--- config.mk ---
export PLATFORM = sky130hd
export DESIGN_NAME = instr_fetch_stage
export DESIGN_NICKNAME = d
export VERILOG_FILES = /design/src/rtl/instr_fetch_stage.sv
export SDC_FILE = /design/constraint.sdc
export NUM_CORES = 1
export LEC_CHECK = 0
export CAP_MARGIN = 25
export CELL_PAD_IN_SITES_DETAIL_PLACEMENT = 0
export CELL_PAD_IN_SITES_GLOBAL_PLACEMENT = 1
export CORE_ASPECT_RATIO = 0.6
export CORE_MARGIN = 5
export CORE_UTILIZATION = 33
export DETAILED_ROUTE_END_ITERATION = 16
export GPL_TIMING_DRIVEN = 0
export PLACE_DENSITY = 0.9
export SLEW_MARGIN = 5
export SYNTH_ARGS = -nofsm -noshare
export SYNTH_HDL_FRONTEND = slang
export SYNTH_SLANG_ARGS = --single-unit
--- constraint.sdc ---
create_clock -name clk_i -period 5.8 [get_ports clk_i]
set_input_delay 1.74 -clock clk_i [delete_from_list [all_inputs] [get_ports clk_i]]
set_output_delay 1.74 -clock clk_i [all_outputs]
set_load 0.005 [all_outputs]
--- src/rtl/instr_fetch_stage.sv ---
// rtl/instr_fetch_stage.sv - RV32 instruction-fetch stage with PC select, store-hazard fetch block and IF/ID register
//
// Purpose:
//   Holds the program counter and picks the next PC from PC+4, a branch/jal
//   target or a jalr target. Fetches that would read a word an in-flight
//   store is about to overwrite are blocked. The fetched instruction word and
//   its PC are captured in the IF/ID pipeline register.
//
// Ports:
//   clk_i, rst_i              clock, synchronous active-high reset
//   flush_i                   squash IF/ID payload, allow PC update without IMemReady_i
//   IF_ID_En_i                IF/ID load enable
//   PCEn_i                    PC update enable (stall when 0)
//   PCsrc_i[1:0]              0/3 = PC+4, 1 = pcPlusImm_i, 2 = regPlusImm_i
//   pcPlusImm_i[31:0]         branch/jal target
//   regPlusImm_i[31:0]        jalr target and early store address
//   IMemReady_i, IMemInstr_i  instruction memory handshake and data
//   ALUout_EX_i, MemWrite_EX_i, MemWrite_beforeID_i, DMemReady_i
//                             store tracking used by the fetch block
//   PCbeforeReg_o, validReq_o instruction memory address and request valid
//   rs1_o, rs2_o, rd_o, Instr31_7_o, op_o, funct3_o, funct7_5_o,
//   PC_o, pcPlus4_o, forbiddenRead_o, IMemReady_o
//                             IF/ID register outputs

module instr_fetch_stage (
  input  logic        clk_i,
  input  logic        rst_i,
  input  logic        flush_i,
  input  logic        IF_ID_En_i,
  input  logic        PCEn_i,
  input  logic [1:0]  PCsrc_i,
  input  logic [31:0] pcPlusImm_i,
  input  logic [31:0] regPlusImm_i,
  input  logic        IMemReady_i,
  input  logic [31:0] IMemInstr_i,
  input  logic [31:0] ALUout_EX_i,
  input  logic        MemWrite_EX_i,
  input  logic        MemWrite_beforeID_i,
  input  logic        DMemReady_i,
  output logic [31:0] PCbeforeReg_o,
  output logic        validReq_o,
  output logic [4:0]  rs1_o,
  output logic [4:0]  rs2_o,
  output logic [4:0]  rd_o,
  output logic [24:0] Instr31_7_o,
  output logic [6:0]  op_o,
  output logic [2:0]  funct3_o,
  output logic        funct7_5_o,
  output logic [31:0] PC_o,
  output logic [31:0] pcPlus4_o,
  output logic        forbiddenRead_o,
  output logic        IMemReady_o
);

  localparam logic [31:0] RESET_PC = 32'hBFC0_0000;

  logic [31:0] r_pc;
  logic [24:0] r_instr31_7;
  logic [6:0]  r_op;
  logic [31:0] r_pc_id;
  logic [31:0] r_pc_plus4_id;
  logic        r_forbidden_id;
  logic        r_imem_ready_id;

  logic [31:0] w_pc_plus4;
  logic [31:0] w_mux_pc;
  logic [31:0] w_next_pc;
  logic        w_store_done;
  logic        w_forbidden;
  logic        w_pc_en;

  assign w_pc_plus4 = r_pc + 32'd4;

  // The early store address hits the word being fetched; the block is lifted
  // only once the same store has reached EX and its memory write completed.
  assign w_store_done = (ALUout_EX_i == regPlusImm_i) && MemWrite_EX_i && DMemReady_i;
  assign w_forbidden  = (r_pc[31:2] == regPlusImm_i[31:2]) && MemWrite_beforeID_i && !w_store_done;

  always_comb begin
    w_mux_pc = w_pc_plus4;
    case (PCsrc_i)
      2'd1:    w_mux_pc = pcPlusImm_i;
      2'd2:    w_mux_pc = regPlusImm_i;
      default: w_mux_pc = w_pc_plus4;
    endcase
  end

  assign w_next_pc = w_forbidden ? r_pc : w_mux_pc;

  // A flush redirects the PC even while the instruction memory is not ready.
  assign w_pc_en = PCEn_i && (IMemReady_i || flush_i) && !w_forbidden;

  always_ff @(posedge clk_i) begin
    if (rst_i) begin
      r_pc <= RESET_PC;
    end else if (w_pc_en) begin
      r_pc <= w_next_pc;
    end
  end

  always_ff @(posedge clk_i) begin
    if (rst_i) begin
      r_instr31_7   <= '0;
      r_op          <= '0;
      r_pc_id       <= '0;
      r_pc_plus4_id <= '0;
    end else if (flush_i) begin
      r_instr31_7   <= '0;
      r_op          <= '0;
      r_pc_id       <= '0;
      r_pc_plus4_id <= '0;
    end else if (IF_ID_En_i) begin
      r_instr31_7   <= IMemInstr_i[31:7];
      r_op          <= IMemInstr_i[6:0];
      r_pc_id       <= r_pc;
      r_pc_plus4_id <= w_pc_plus4;
    end
  end

  // Status bits survive a flush so the next stage still sees why the slot
  // was empty.
  always_ff @(posedge clk_i) begin
    if (rst_i) begin
      r_forbidden_id  <= 1'b0;
      r_imem_ready_id <= 1'b0;
    end else if (IF_ID_En_i) begin
      r_forbidden_id  <= w_forbidden;
      r_imem_ready_id <= IMemReady_i;
    end
  end

  assign PCbeforeReg_o   = r_pc;
  assign validReq_o      = !w_forbidden;
  assign Instr31_7_o     = r_instr31_7;
  assign op_o            = r_op;
  assign rd_o            = r_instr31_7[4:0];
  assign funct3_o        = r_instr31_7[7:5];
  assign rs1_o           = r_instr31_7[12:8];
  assign rs2_o           = r_instr31_7[17:13];
  assign funct7_5_o      = r_instr31_7[23];
  assign PC_o            = r_pc_id;
  assign pcPlus4_o       = r_pc_plus4_id;
  assign forbiddenRead_o = r_forbidden_id;
  assign IMemReady_o     = r_imem_ready_id;

endmodule

== Yosys cells after proc, flatten, opt, wreduce, memory -nomap -nowiden ==
Cells that the tools add are included.
W data, S select, Z words.

* Add/sub/neg operators: 1
* Equal/unequal tests: 4
* Reduce and logical (&&, ||, !) cells: 11
* Muxes and demuxes: 1
* Bitwise operators: 1

{| class="wikitable"
|+ Operator list
! kind !! count
|-
| $pmux W32 S2 || 1
|-
| $add A32 B3 Y32 const B || 1
|-
| $eq A32 B32 Y1 || 1
|-
| $eq A30 B30 Y1 || 1
|-
| $logic_and A1 B1 Y1 || 6
|-
| $eq A2 B1 Y1 const B || 1
|-
| $eq A2 B2 Y1 const B || 1
|-
| $logic_not A1 Y1 || 2
|-
| $reduce_and A2 Y1 || 1
|-
| $reduce_or A2 Y1 || 1
|-
| $logic_or A1 B1 Y1 || 1
|-
| $not A1 Y1 || 1
|}

* Output and inout port bits: 150
* Bits in registers: 130
* Word-level logic and storage cells: 25
* Input port bits: 139

== Logic depth before layout (Yosys ltp) ==
* Word-level depth: 8
* Depth in mapped cells: 9
* Mapped depth without buffers: 6

== Worst setup path after synthesis ==
No wires, ideal clock.

* Path type: input port to output port
* From: input regPlusImm_i[3]
* To: output validReq_o
* Arrival time: 2.861 ns
* Stages: 5
* Buffers on the path: 0
* Data required time: 4.060 ns
* Slack: 1.199 ns
* Cells stage by stage: xnor2_1 > nand4_1 > or4_4 > nor3_1 > a21o_1

* Cells in the longest elaborated chain, start to end: 6
* Elaborated cells between the ends (all ways): 8
* Those cells by class: 2 x eq/ne; 6 x reduce/logical

{| class="wikitable"
|+ Ends and longest elaborated chain
! item !! RTL line !! source
|-
| start, declared || 33 || <nowiki>input logic [31:0] regPlusImm_i,</nowiki>
|-
| $eq A32 B32 Y1 || 76 || <nowiki>assign w_store_done = (ALUout_EX_i == regPlusImm_i) && MemWrite_EX_i && DMemReady_i;</nowiki>
|-
| $logic_and A1 B1 Y1 (2 in series) || 76 ||
|-
| $logic_not A1 Y1 || 77 || <nowiki>assign w_forbidden = (r_pc[31:2] == regPlusImm_i[31:2]) && MemWrite_beforeID_i && !w_store_done;</nowiki>
|-
| $logic_and A1 B1 Y1 (*) || 77 ||
|-
| $logic_not A1 Y1 (*) || 133 || <nowiki>assign validReq_o = !w_forbidden;</nowiki>
|-
| end, declared || 41 || <nowiki>output logic validReq_o,</nowiki>
|}

Mark *: on every way between the ends. The rest lies on a longest branch, timed or not.

== Worst setup path in the final report ==
* From: input regPlusImm_i[8]
* To: output validReq_o

Same word-level chain as after synthesis.

==> results.py <==
metrics = {
    "critical_path": {
        "crit_chain": "clkdlybuf4s50_1, xnor2_1, nand4_1, nor4_2, nand2_1, a21o_1, dlymetal6s2s_1",
        "max_stage_delay_ns": 0.58,
        "cp_top_family": "simple AND/OR/NAND/NOR gates",
        "path_class": "input pin to output pin",
        "cp.required_ns": 4.06,
        "worst-path-buf-inv": 2,
        "critPathMaxFanout": 3,
        "cp-end-kind": "output pin",
        "cp_data_arrival_time_ns": 3.74,
        "cpMaxStageDelayCell": "nor4_2",
        "start_kind": "input pin",
    },
    "run_status": {
        "status": "finished, final reports clean",
    },
    "timing": {
        "slew_headroom_pct": 34.1,
        "finalMaxSlewViolations": 0,
        "hold_ws_ns": 0.485,
        "setup_ws_ns": 0.324,
        "finalCriticalPeriod_ns": 5.48,
        "setup_viol": 0,
        "min_period_over_period_pct": 94.4,
        "clock_skew_ns": 0.00636,
        "fmax_mhz": 183,
        "tightest_slew_ns": 0.988,
        "hold_viol_final": 0,
        "rsz0062_at_grt": "false",
    },
    "run": {
        "cap_violations": 0,
    },
    "floorplan": {
        "core_mm2": 0.0202,
        "die-area_mm2": 0.0238,
        "fp-row-count": 40,
        "die_h_um": 121,
        "start_util_pct": 33.9,
        "ios": 289,
        "die_w_um": 196,
    },
    "power_and_ir_drop": {
        "leakage_nw": 4.05,
        "ir_worst_vdd_v": 0.000202,
        "p_per_area_mw_per_mm2": 251,
    },
    "clock_tree": {
        "clock_path_buffers": 2,
        "clk_latency_ns": 0.43,
        "cts_hold_buffers": 0,
        "cts_buffers": 17,
        "clk_pin_slew_worst_paths_ns": 0.05,
        "cts_sinks": 128,
        "cts_tree": "done",
        "cts-root-buf": "clkbuf_16",
        "htree_levels": 4,
    },
    "place": {
        "dp_cells": 1332,
        "dpl_worst_slack_ns": -0.166,
        "port_buffers": 287,
        "place_area_mm2": 0.0100,
        "dp_hpwl_um": 25300,
        "gp_congestion": 0.988,
    },
    "layout": {
        "fin_cells": 1364,
        "antennaDiodeCount": 0,
        "area_growth_syn_to_layout_pct": 57.2,
        "nets": 1221,
        "drive_gt1_share_pct": 7.88,
        "design_area_mm2": 0.0107,
        "nFillCells": 1898,
    },
    "logic_synthesis": {
        "syn_inst": 772,
        "syn_nets": 914,
        "syn_avg_cell_area_um2": 8.85,
        "synth_warnings": 0,
        "synth_edf_count": 0,
        "synth.ff_latch_count": 128,
        "synth_cell_types": 53,
        "ys_async_sr_fraction_pct": 0,
        "ys.flop_type": "dfxtp_1",
        "synth_area_mm2": 0.00683,
        "ys_seq_area_share_pct": 37.5,
    },
    "global_routing": {
        "grt_pass1_wl_um": 46100,
        "grt_pass1_vias": 7149,
        "grtUsageTotal_pct": 26.0,
        "grt-busiest-layer": "met2",
        "overflow": 0,
        "use_met1_pct": 35.9,
        "grt_antenna_before_repair": 0,
        "grt_use_met3_pct": 12.2,
        "grt_max_degree": 17,
        "grt_util_met2_pct": 37.0,
    },
    "hold_path": {
        "hp-class": "register to register",
    },
    "routing": {
        "vias": 7354,
        "drt_iter0_markers": 875,
        "wl_um": 32100,
        "drtAntennaViolNets": 0,
        "drt-vias-per-instance": 5.39,
        "drc": 0,
        "dr.pass1.iters": 7,
        "wl_per_cell_um": 23.5,
    },
}
[where the power goes]
part | total, mW | internal [mW] | switching (mW) | leakage (nW)
registers | 0.958 | 0.918 | 0.0393 | 1.04
clock network | 1.18 | 0.778 | 0.403 | 0.322
logic | 0.557 | 0.274 | 0.283 | 2.68
total | 2.70 | 1.97 | 0.726 | 4.05
[cell families (layout without fill, tap and decap cells)]
kind of cell	after synthesis	after routing	share of synthesized area, %
DFF	128	128	37.5
adders and majority gates	3	3	0.549
muxes	68	68	9.96
and+or+nand+nor	218	218	15.3
buffers and inverters	110	429	7.67
xor gates and xnor gates	89	89	11.4
AOI/OAI and AO/OA	156	156	17.6
[repair_timing]
action / 4_1_cts / 5_1_grt
resized for setup: 15 / 7
buffers inserted: 0 / 1
pin swaps: 5 / 7
endpoints found under the setup margin: 1 / 1
[Yosys cell counts, types with 5 or more instances]
cell,instances,share of area (%)
inv_1,10,0.55
dfxtp_1,128,37
and4_1,5,0.64
a211o_1,5,0.64
buf_4,25,2.7
o211ai_1,8,0.88
a32o_1,6,0.88
a221o_1,13,1.9
nand4_1,23,2.1
nor2_1,104,5.7
a221oi_1,16,2.1
clkbuf_1,62,3.4
nand3_1,22,1.6
a21oi_1,18,1.3
mux2i_1,68,10
a311oi_1,7,0.90
a211oi_1,32,3.5
xor2_1,35,4.5
nor4_1,6,0.55
xnor2_1,54,6.9
nor3_1,6,0.44
nand2_1,29,1.6
o21ai_0,13,0.95
buf_2,8,0.59
a31oi_1,7,0.64
o21ai_1,8,0.59
and2_1,5,0.46
[metrics by stage]
step / power (mW) / util, % / TNS (ns)
after global placement: 1.51 / 49.8 / -0.165
final: 2.70 / 53.3 / 0
after detailed placement: 1.52 / 49.8 / -0.166
after floorplan: 1.20 / - / 0
after global routing: 2.79 / 53.3 / 0
after CTS: 2.71 / 53.1 / 0
[worst reg2reg max path: cells and delay by family, from the launching register on]
kind,cells,cell delay (ns)
buffers and inverters,2,0.73
AO/OA/AOI/OAI,3,0.73
AND/OR/NAND/NOR,2,0.67
flip-flops,1,0.36
XOR/XNOR,1,0.22
[final timing paths]
kind,from,endpoint,slack (ns),cells past startpoint
min,pcPlus4_o[15],pcPlus4_o[15],0.48,2
max,regPlusImm_i[8],validReq_o,0.32,7
min reg2reg,pcPlus4_o[15],pcPlus4_o[15],0.48,2
max reg2reg,PCbeforeReg_o[26],PCbeforeReg_o[29],2.96,8
[registers in the layout (all words and copies together), names as in the netlist]
signal and flops:
pcPlus4_o 30, Instr31_7_o 25, IMemReady_o 1, forbiddenRead_o 1, PC_o 32, op_o 7, PCbeforeReg_o 32
[cell usage in the layout, fill, tap and decap left out, types with 5 or more instances in the layout]
cell type	synthesis	final
and2_1	5	5
nand2_1	29	29
clkbuf_16	0	17
dlymetal6s2s_1	0	5
nor3_1	6	5
bufinv_16	0	5
o21ai_0	13	13
a221oi_1	16	16
buf_2	8	8
mux2i_1	68	68
nor2_1	104	104
inv_1	10	10
a31oi_1	7	7
a211oi_1	32	32
o21ai_1	8	8
xnor2_1	54	50
a32o_1	6	6
a21oi_1	18	18
dfxtp_1	128	128
a221o_1	13	13
nand3_1	22	22
a311oi_1	7	7
a211o_1	5	5
xor2_1	35	35
clkdlybuf4s50_1	0	272
nand4_1	23	23
and4_1	5	5
o211ai_1	8	8
buf_4	25	26
clkinv_2	0	6
clkbuf_1	62	62
dlygate4sd2_1	0	10
[routing by layer]
layer	vias up	wire length, um
met4	0	384
met1	3473	13900
li1	3375	-
met3	35	4520
met5	-	0
met2	471	13200
[area by class of cell]
| cell class | instances | area (um^2) | share of cell area [%] |
|---|---|---|---|
| Tap cell | 273 | 342 | 3.18 |
| Sequential cell | 128 | 2560 | 23.8 |
| Clock inverter | 12 | 189 | 1.76 |
| Clock buffer | 19 | 453 | 4.22 |
| Buffer | 99 | 483 | 4.49 |
| Multi-Input combinational cell | 534 | 3790 | 35.3 |
| Timing Repair Buffer | 288 | 2880 | 26.8 |
| Inverter | 11 | 41.3 | 0.384 |
Power figures use the tool's default switching activity.
